===== config.mk =====
export PLATFORM = sky130hd
export DESIGN_NAME = lsu_seq_ctrl
export DESIGN_NICKNAME = d
export VERILOG_FILES = /design/src/rtl/lsu_seq_ctrl.sv
export SDC_FILE = /design/constraint.sdc
export NUM_CORES = 1
export LEC_CHECK = 0
export BUFFER_PORTS_ARGS = -buffer_cell sky130_fd_sc_hd__buf_2
export CAP_MARGIN = 5
export CORE_AREA = 2 2 182 184
export DETAILED_ROUTE_END_ITERATION = 12
export DIE_AREA = 0 0 184 186
export PLACE_DENSITY = 0.85
export SETUP_SLACK_MARGIN = 0.1
export SLEW_MARGIN = 20
export SYNTH_ARGS = -nofsm -noshare
export SYNTH_HDL_FRONTEND = slang
export SYNTH_SLANG_ARGS = --single-unit

===== constraint.sdc =====
create_clock -name CLK -period 5.65 [get_ports CLK]
set_input_delay 1.13 -clock CLK [delete_from_list [all_inputs] [get_ports CLK]]
set_output_delay 1.13 -clock CLK [all_outputs]
set_load 0.02 [all_outputs]

===== src/rtl/lsu_seq_ctrl.sv =====
// Context sequencer: replays a table of LSU bursts, one idle gap between bursts and a Finish cycle at run end.
// Outputs are registered (start -> first beat next cycle); stall_in suspends beat issue and re-bases the address on resume.
module lsu_seq_ctrl #(
  parameter int ADDR_W = 10,
  parameter int LEN_W  = 8,
  parameter int IDX_W  = 4
) (
  input  logic              CLK,
  input  logic              RST,
  input  logic              cfg_we_in,
  input  logic [IDX_W-1:0]  cfg_idx_in,
  input  logic [1:0]        cfg_op_in,
  input  logic [ADDR_W-1:0] cfg_base_in,
  input  logic [LEN_W-1:0]  cfg_len_in,
  input  logic              start_in,
  input  logic [IDX_W-1:0]  last_idx_in,
  input  logic              stall_in,
  input  logic              abort_in,
  output logic              busy_out,
  output logic              done_out,
  output logic [IDX_W-1:0]  ctx_idx_out,
  output logic              LSU_En_out,
  output logic [ADDR_W+1:0] LSU_CFG_out,
  output logic              LSU_Finish_out
);

  localparam int DEPTH = 1 << IDX_W;

  localparam logic [1:0] S_IDLE = 2'd0;
  localparam logic [1:0] S_RUN  = 2'd1;
  localparam logic [1:0] S_GAP  = 2'd2;
  localparam logic [1:0] S_FIN  = 2'd3;

  localparam logic [IDX_W-1:0] IDX_ZERO = '0;
  localparam logic [IDX_W-1:0] IDX_ONE  = IDX_W'(1);
  localparam logic [LEN_W-1:0] CNT_ONE  = LEN_W'(1);

  logic [1:0]        op_mem   [DEPTH];
  logic [ADDR_W-1:0] base_mem [DEPTH];
  logic [LEN_W-1:0]  len_mem  [DEPTH];

  logic [1:0]        state_q,   state_d;
  logic [IDX_W-1:0]  idx_q,     idx_d;
  logic [LEN_W-1:0]  cnt_q,     cnt_d;
  logic [ADDR_W-1:0] seg_q,     seg_d;
  logic [IDX_W-1:0]  last_q,    last_d;
  logic              stalled_q, stalled_d;
  logic              en_q,      en_d;
  logic [ADDR_W+1:0] cfg_q,     cfg_d;
  logic              fin_q;
  logic              busy_q;
  logic [IDX_W-1:0]  ctx_q;

  logic              beat_req;
  logic [ADDR_W-1:0] rebase;

  // Table has no reset: contents survive RST and are only writable while idle.
  always_ff @(posedge CLK) begin
    if (!RST && state_q == S_IDLE && cfg_we_in) begin
      op_mem[cfg_idx_in]   <= cfg_op_in;
      base_mem[cfg_idx_in] <= cfg_base_in;
      len_mem[cfg_idx_in]  <= cfg_len_in;
    end
  end

  always_comb begin
    state_d   = state_q;
    idx_d     = idx_q;
    cnt_d     = cnt_q;
    seg_d     = seg_q;
    last_d    = last_q;
    stalled_d = stalled_q;
    en_d      = 1'b0;
    cfg_d     = cfg_q;
    beat_req  = 1'b0;

    case (state_q)
      S_IDLE: begin
        if (start_in && !cfg_we_in) begin
          idx_d     = IDX_ZERO;
          cnt_d     = '0;
          seg_d     = base_mem[IDX_ZERO];
          last_d    = last_idx_in;
          stalled_d = 1'b0;
          if (len_mem[IDX_ZERO] == '0) begin
            state_d = S_GAP;
          end else begin
            state_d  = S_RUN;
            beat_req = 1'b1;
          end
        end
      end
      S_RUN: begin
        if (abort_in) begin
          state_d = S_FIN;
        end else if (cnt_q == len_mem[idx_q]) begin
          state_d = (idx_q == last_q) ? S_FIN : S_GAP;
        end else begin
          beat_req = 1'b1;
        end
      end
      S_GAP: begin
        if (abort_in || idx_q == last_q) begin
          state_d = S_FIN;
        end else begin
          idx_d     = idx_q + IDX_ONE;
          cnt_d     = '0;
          seg_d     = base_mem[idx_d];
          stalled_d = 1'b0;
          if (len_mem[idx_d] == '0) begin
            state_d = S_GAP;
          end else begin
            state_d  = S_RUN;
            beat_req = 1'b1;
          end
        end
      end
      S_FIN: begin
        state_d = S_IDLE;
      end
      default: begin
        state_d = S_IDLE;
      end
    endcase

    // The LSU restarts its offset whenever En drops, so after a stall the base must skip the beats already done.
    rebase = base_mem[idx_d] + ADDR_W'(cnt_d);
    if (beat_req) begin
      if (stall_in) begin
        stalled_d = 1'b1;
      end else begin
        if (stalled_d) begin
          seg_d = rebase;
        end
        en_d      = 1'b1;
        cfg_d     = {op_mem[idx_d], seg_d};
        cnt_d     = cnt_d + CNT_ONE;
        stalled_d = 1'b0;
      end
    end
  end

  always_ff @(posedge CLK) begin
    if (RST) begin
      state_q   <= S_IDLE;
      idx_q     <= '0;
      cnt_q     <= '0;
      seg_q     <= '0;
      last_q    <= '0;
      stalled_q <= 1'b0;
      en_q      <= 1'b0;
      cfg_q     <= '0;
      fin_q     <= 1'b0;
      busy_q    <= 1'b0;
      ctx_q     <= '0;
    end else begin
      state_q   <= state_d;
      idx_q     <= idx_d;
      cnt_q     <= cnt_d;
      seg_q     <= seg_d;
      last_q    <= last_d;
      stalled_q <= stalled_d;
      en_q      <= en_d;
      cfg_q     <= cfg_d;
      fin_q     <= (state_d == S_FIN);
      busy_q    <= (state_d != S_IDLE);
      ctx_q     <= idx_d;
    end
  end

  assign busy_out       = busy_q;
  assign done_out       = fin_q;
  assign ctx_idx_out    = ctx_q;
  assign LSU_En_out     = en_q;
  assign LSU_CFG_out    = cfg_q;
  assign LSU_Finish_out = fin_q;

endmodule


Word level (Yosys, flattened, before mapping) --
Memories as Yosys holds them, arrays and structs flattened. A register that Yosys moved wholly into a read port is not among the register bits. Index checks and enable logic that the tools add are counted.
Storage, ports and cells: bits in registers 44, bits in writable memories 320, input bits 34, output and inout port bits 20, logic and storage cells 75, memories 3
Memory list:
- base_mem | words 16, bits a word 10, rd ports 3, clocked after Yosys merged registers in 0, write ports 1, line 39 | logic [ADDR_W-1:0] base_mem [DEPTH];
- len_mem | words 16, bits a word 8, rd ports 3, clocked after Yosys merged registers in 1, write ports 1, line 40 | logic [LEN_W-1:0] len_mem [DEPTH];
- op_mem | words 16, bits a word 2, rd ports 1, clocked after Yosys merged registers in 1, write ports 1, line 38 | logic [1:0] op_mem [DEPTH];
Cells by class: $add $sub $neg 3, eq/ne operators 6, muxes and demuxes 38, bitwise logic cells 2, reduce and logical (&&, ||, !) cells 13
Operators with widths (number):
- 10-bit two-way mux | 5
- 8-bit two-way mux | 4
- 10-bit case mux with 2 select lines | 1
- 8-bit logical NOT | 2
- 8-bit case mux with 2 select lines | 1
- 1-bit two-way mux | 14
- 2-bit two-way mux | 6
- 4-bit two-way mux | 3
- 10-bit by 8-bit adder with 10-bit output | 1
- 8-bit by 1-bit adder with 8-bit output (second input constant) | 1
- 8-bit equality test | 1
- 2-bit case mux with 4 select lines | 1
- 4-bit case mux with 2 select lines | 1
- 2-bit equality test (second input constant) | 3
- 4-bit by 1-bit adder with 4-bit output (second input constant) | 1
- 4-bit equality test | 1
- 2-bit AND reduction | 2
- 1-bit logical AND | 3
- 1-bit case mux with 3 select lines | 1
- 2-bit by 1-bit equality test with 1-bit output (second input constant) | 1
- 1-bit logical NOT | 2
- 2-bit logical NOT | 1
- 1-bit inverter | 2
- 1-bit case mux with 2 select lines | 1
- 3 further kinds | 3

Depth between registers and ports, before layout --
An unclocked memory read counts as a cell.
word-level depth 9, depth in mapped cells 24, gate-level depth less buffers 20

Worst setup path before layout --
OpenSTA, ideal clock, no wires.
path type input to register, from in abort_in, to reg cfg_q[8], in the netlist LSU_CFG_out[8], setup time 0.125 ns, data arrival time 5.259 ns, data required time 5.525 ns, path slack 0.265 ns, stages 20, buffers on the path 3, cells stage by stage nor3b_1 > o41ai_4 > mux2i_1 > buf_4 > clkbuf_1 > buf_2 > nand3_1 > a311oi_1 > a31oi_1 > ha_1 > fa_1 > a21o_1 > a21oi_1 > nor2b_1 > o21a_1 > o21a_1 > o21a_1 > o22a_1 > o31ai_1 > o2bb2ai_1
Between the ends: cells in the longest elaborated chain, start to end 6, elaborated cells between the ends (all ways) 16, classes of those cells add/sub (1); mux (12); reduce/logical (2); memory (1)
Ends and longest elaborated chain:
- start: declaration | line 18 | input logic abort_in,
- 1-bit logical OR | line 103 | if (abort_in || idx_q == last_q) begin
- 4-bit two-way mux | line 103
- 4-bit case mux with 2 select lines | line 77 | case (state_q)
- memory 16 x 10 bit
- 10-bit by 8-bit adder with 10-bit output | line 127 | rebase = base_mem[idx_d] + ADDR_W'(cnt_d);
- 10-bit two-way mux | line 132 | if (stalled_d) begin
- end signal: assignment | line 164 | cfg_q <= cfg_d;
- end: declaration | line 49 | logic [ADDR_W+1:0] cfg_q, cfg_d;
Several ways; a longest one is shown, not always the timed one. A chain may end at the register's enable or synchronous reset.

Final worst setup path --
from reg last_q[3], to reg cfg_q[8], in the netlist LSU_CFG_out[8]
Between the ends: cells in the longest elaborated chain, start to end 7, elaborated cells between the ends (all ways) 16, classes of those cells add/sub (1); eq/ne (1); mux (11); reduce/logical (2); memory (1)
Ends and longest elaborated chain:
- start: declaration | line 46 | logic [IDX_W-1:0] last_q, last_d;
- start signal: assignment | line 161 | last_q <= last_d;
- 4-bit equality test * | line 103
- 1-bit logical OR * | line 103
- 4-bit two-way mux | line 103
- 4-bit case mux with 2 select lines | line 77
- memory 16 x 10 bit
- 10-bit by 8-bit adder with 10-bit output | line 127
- 10-bit two-way mux | line 132
Mark *: on every way between the ends. The rest lies on a longest branch, timed or not.

==> impl_metrics.yaml <==
setup_path:
  crit_path_max_incr_delay_ps: 830
  crit_chain: "xor2_1 > o41ai_4 > mux2i_4 > buf_12 > nand3_1 > a311oi_1 > a31oi_1 > ha_1 > fa_1 > a21o_1 > a21oi_1 > nor2b_1 > o21a_1 > o21a_1 > o21a_1 > o22a_1 > o31ai_1 > o2bb2ai_1"
  critPathArrivalTime_ps: 5590
  worst-path-max-fanout: 41
  cp.depth: 18
  crit_top_cell: "o21a_1"
  worstSetupStartpointType: "flop"
  cp.required_ps: 6060
  worstSetupPathType: "flop to flop"
  reg2reg_depth: 18
  r2r_slack_ps: 470
  cp_num_buf_inv: 1
  r2r_start: "last_q[3]"
  worstSetupEndpointType: "flop"
  crit_family: "compound AO/OA/AOI/OAI gates"
  r2r_end: "LSU_CFG_out[8]"
  crit_path_top_delay_cell: "o41ai_4"
die:
  ios: 54
  die_y_um: 186
  start_util_pct: 53.49
  core-area_um2: 32210
  die_w_um: 184
  die-area_um2: 34220
  rows: 66
drt:
  wl_per_cell_um: 26.11
  ant_nets: 0
  dr_total_vias: 12090
  avgViaCountPerCell: 6.810
  drc_errors: 0
  dr.pass1.iters: 8
  drt_iter0_drc: 1827
  wirelength_um: 46370
grt:
  grt_start_max_net_pins: 105
  antenna_found_initial: 2
  grtUsageTotal_pct: 27.50
  grt_pass1_wl_um: 70370
  grt_pass1_vias: 12100
  overflow: 0
sta:
  drv_slew: 0
  setup_viol: 0
  min_period_ps: 5177
  setup_tns_ps: 0
  rsz0062_at_grt: "false"
  slew_headroom_pct: 31.03
  period_share_pct: 91.62
  hold_violations: 0
  fmax_mhz: 193.2
  fin_worst_skew_ps: 26.94
  tightest_slew_ps: 1035
worst_hold_path:
  holdPathEnd: "last_q[0]"
  hold_class: "flop to flop"
  min_from: "last_q[0]"
  min_path_cells: 2
yosys:
  yosys_warnings: 0
  async_reset_ff_share_pct: 0
  syn_inst: 1296
  netlist.area_leader.share_pct: 55.78
  yosys.area_share.xor_xnor_pct: 0.9006
  synth-edff-count: 320
  ys_seq_area_share_pct: 60.89
  synth_top_family_by_area: "multiplexers"
  synth_fp_nets: 1341
  synth_cell_types: 76
  syn_area_per_cell_um2: 13.29
  synth_compound_area_share_pct: 8.555
  ys_ff_latch: 364
  synthAdderAreaFrac_pct: 0.8425
  netlist_area_um2: 17230
  ys_top_cells_by_area: "edfxtp_1, mux4_2, dfxtp_1, nand2_1, mux2i_1"
  synth_top_cell_by_area: "edfxtp_1"
  synth_top_flop_cell: "edfxtp_1"
  yosys.area_share.simple_pct: 12.49
  yosys-mux-area-fraction_pct: 13.29
layout:
  fin_area_um2: 19190
  nets: 1392
  layout-drive-gt1-share_pct: 19.15
  diodes: 0
  syn_to_final_growth_pct: 11.40
  utilization_pct: 59.59
cts:
  postCtsHoldBufs: 0
  ctsResizeCount: 0
  htree_levels: 2
  clockRootBuffer: "clkbuf_16"
  cts_setup_buffers: 0
  clk_latency_ps: 540
  clkSlewWorstSetupHoldPaths_ps: 60
  cts_buffer_depth: 3
  cts.sinks: 364
  cts_made_buffers: 35
  cts_tree: "yes"
power:
  leakage_uw: 0.006514
  peakVddDrop_v: 0.0001680
  power.density_nw_per_um2: 288.4
placement:
  place_area_um2: 18090
  port_buffers: 53
  hpwl_um: 28590
  gp_congestion: 0.9201
run_status:
  status: "finished, final reports clean"
job:
  drv_cap: 0
-- power breakdown --
part / total [uW] / internal (uW) / leakage (uW) / switching (uW)
logic: 268 / 91.8 / 0.00275 / 176
registers: 2980 / 2960 / 0.00324 / 21.7
clock network: 2290 / 1290 / 0.000525 / 1000
total: 5540 / 4340 / 0.00651 / 1200
-- per-layer routing --
metal | track usage, % | routed length, um | part of all wire, % | up-vias
met5 | 0 | 13 | 0.028 | -
met4 | 13.12 | 2104 | 4.5 | 2
met3 | 7.689 | 6642 | 14 | 174
met2 | 42.70 | 21020 | 45 | 1004
met1 | 36.05 | 16590 | 36 | 5793
li1 | - | - | - | 5121
-- registers in the layout, indices dropped and copies added, names as in the netlist --
signal          cells
base_mem          160
len_mem           128
op_mem             32
LSU_CFG_out        12
seg_q              10
cnt_q               8
ctx_idx_out         4
last_q              4
state_q             2
LSU_En_out          1
LSU_Finish_out      1
busy_out            1
stalled_q           1
-- worst register-to-register path: cells and delay by family, from the launching register on --
kind,cells,cell delay [ps]
DFF,1,320
adders and majority gates,2,740
xor gates and xnor gates,1,210
buffers and inverters,1,270
muxes,1,420
AOI/OAI and AO/OA,11,2900
and+or+nand+nor,2,240
-- cells by family after synthesis --
family / Yosys count
buffers and inverters: 108
multiplexers: 144
XOR/XNOR: 16
adder cells (fa/ha/maj): 11
AO/OA/AOI/OAI: 193
flip-flops: 364
AND/OR/NAND/NOR: 460
-- stage by stage --
stage	hold slack (ps)	cells	setup WS [ps]	total power (uW)
finish	476.5	1776	473.2	5536
detailed placement	466.4	1718	120.4	3296
global placement	457.9	1718	254.3	3285
floorplan	448.1	1296	265.2	3186
CTS	474.4	1776	524.5	5533
global route	486.0	1776	191.6	5666
-- layout by cell type (no fill, tap or decap), types with 9 or more instances in the layout --
cell | Yosys | final
edfxtp_1 | 320 | 320
a21oi_1 | 27 | 27
a311oi_1 | 23 | 23
nand2b_1 | 10 | 10
buf_4 | 11 | 42
inv_1 | 23 | 23
a22oi_1 | 10 | 10
mux2i_1 | 72 | 71
and3_1 | 27 | 27
a31oi_1 | 15 | 15
ha_1 | 10 | 9
o22a_1 | 9 | 9
nor2_2 | 0 | 12
dfxtp_1 | 44 | 42
nand2_1 | 222 | 222
nand3_1 | 62 | 62
clkbuf_16 | 0 | 35
mux4_2 | 66 | 66
o22ai_1 | 11 | 11
nor2_1 | 56 | 44
buf_2 | 27 | 53
o21ai_0 | 14 | 13
a311o_1 | 10 | 10
nor4_1 | 30 | 30
-- how the worst max path moves through the flow --
| stage | startpoint | end | slack [ps] |
|---|---|---|---|
| 6_report | last_q[3] | LSU_CFG_out[8] | 470 |
| 5_1_grt | last_q[1] | LSU_CFG_out[8] | 190 |
| 4_1_cts | last_q[3] | LSU_CFG_out[8] | 520 |
| 3_5_place_dp | cfg_we_in | LSU_CFG_out[8] | 120 |
| 3_3_place_gp | cfg_we_in | LSU_CFG_out[8] | 250 |
| 2_1_floorplan | abort_in | LSU_CFG_out[8] | 270 |
-- layout make-up --
class,instances,area (um2)
fill,2284,13010
sequential,364,10500
multi-input combinational,824,6335
clock buffer,41,898.4
timing repair buffer,99,660.6
tap,408,510.5
clock inverter,17,206.4
inverter,23,86.33
-- synthesized netlist by cell type, types with 7 or more instances --
cell type and count:
a211oi_1 7, a21oi_1 27, a22oi_1 10, a311o_1 10, a311oi_1 23, a31oi_1 15
and3_1 27, buf_2 27, buf_4 11, clkbuf_1 38, dfxtp_1 44, edfxtp_1 320
ha_1 10, inv_1 23, mux2i_1 72, mux4_2 66, nand2_1 222, nand2b_1 10
nand3_1 62, nor2_1 56, nor2b_1 8, nor3_1 11, nor4_1 30, o21a_1 8
o21ai_0 14, o22a_1 9, o22ai_1 11, o31ai_1 8, or4_1 7, xnor2_1 9
No activity file was read; power rests on OpenSTA's default activity.
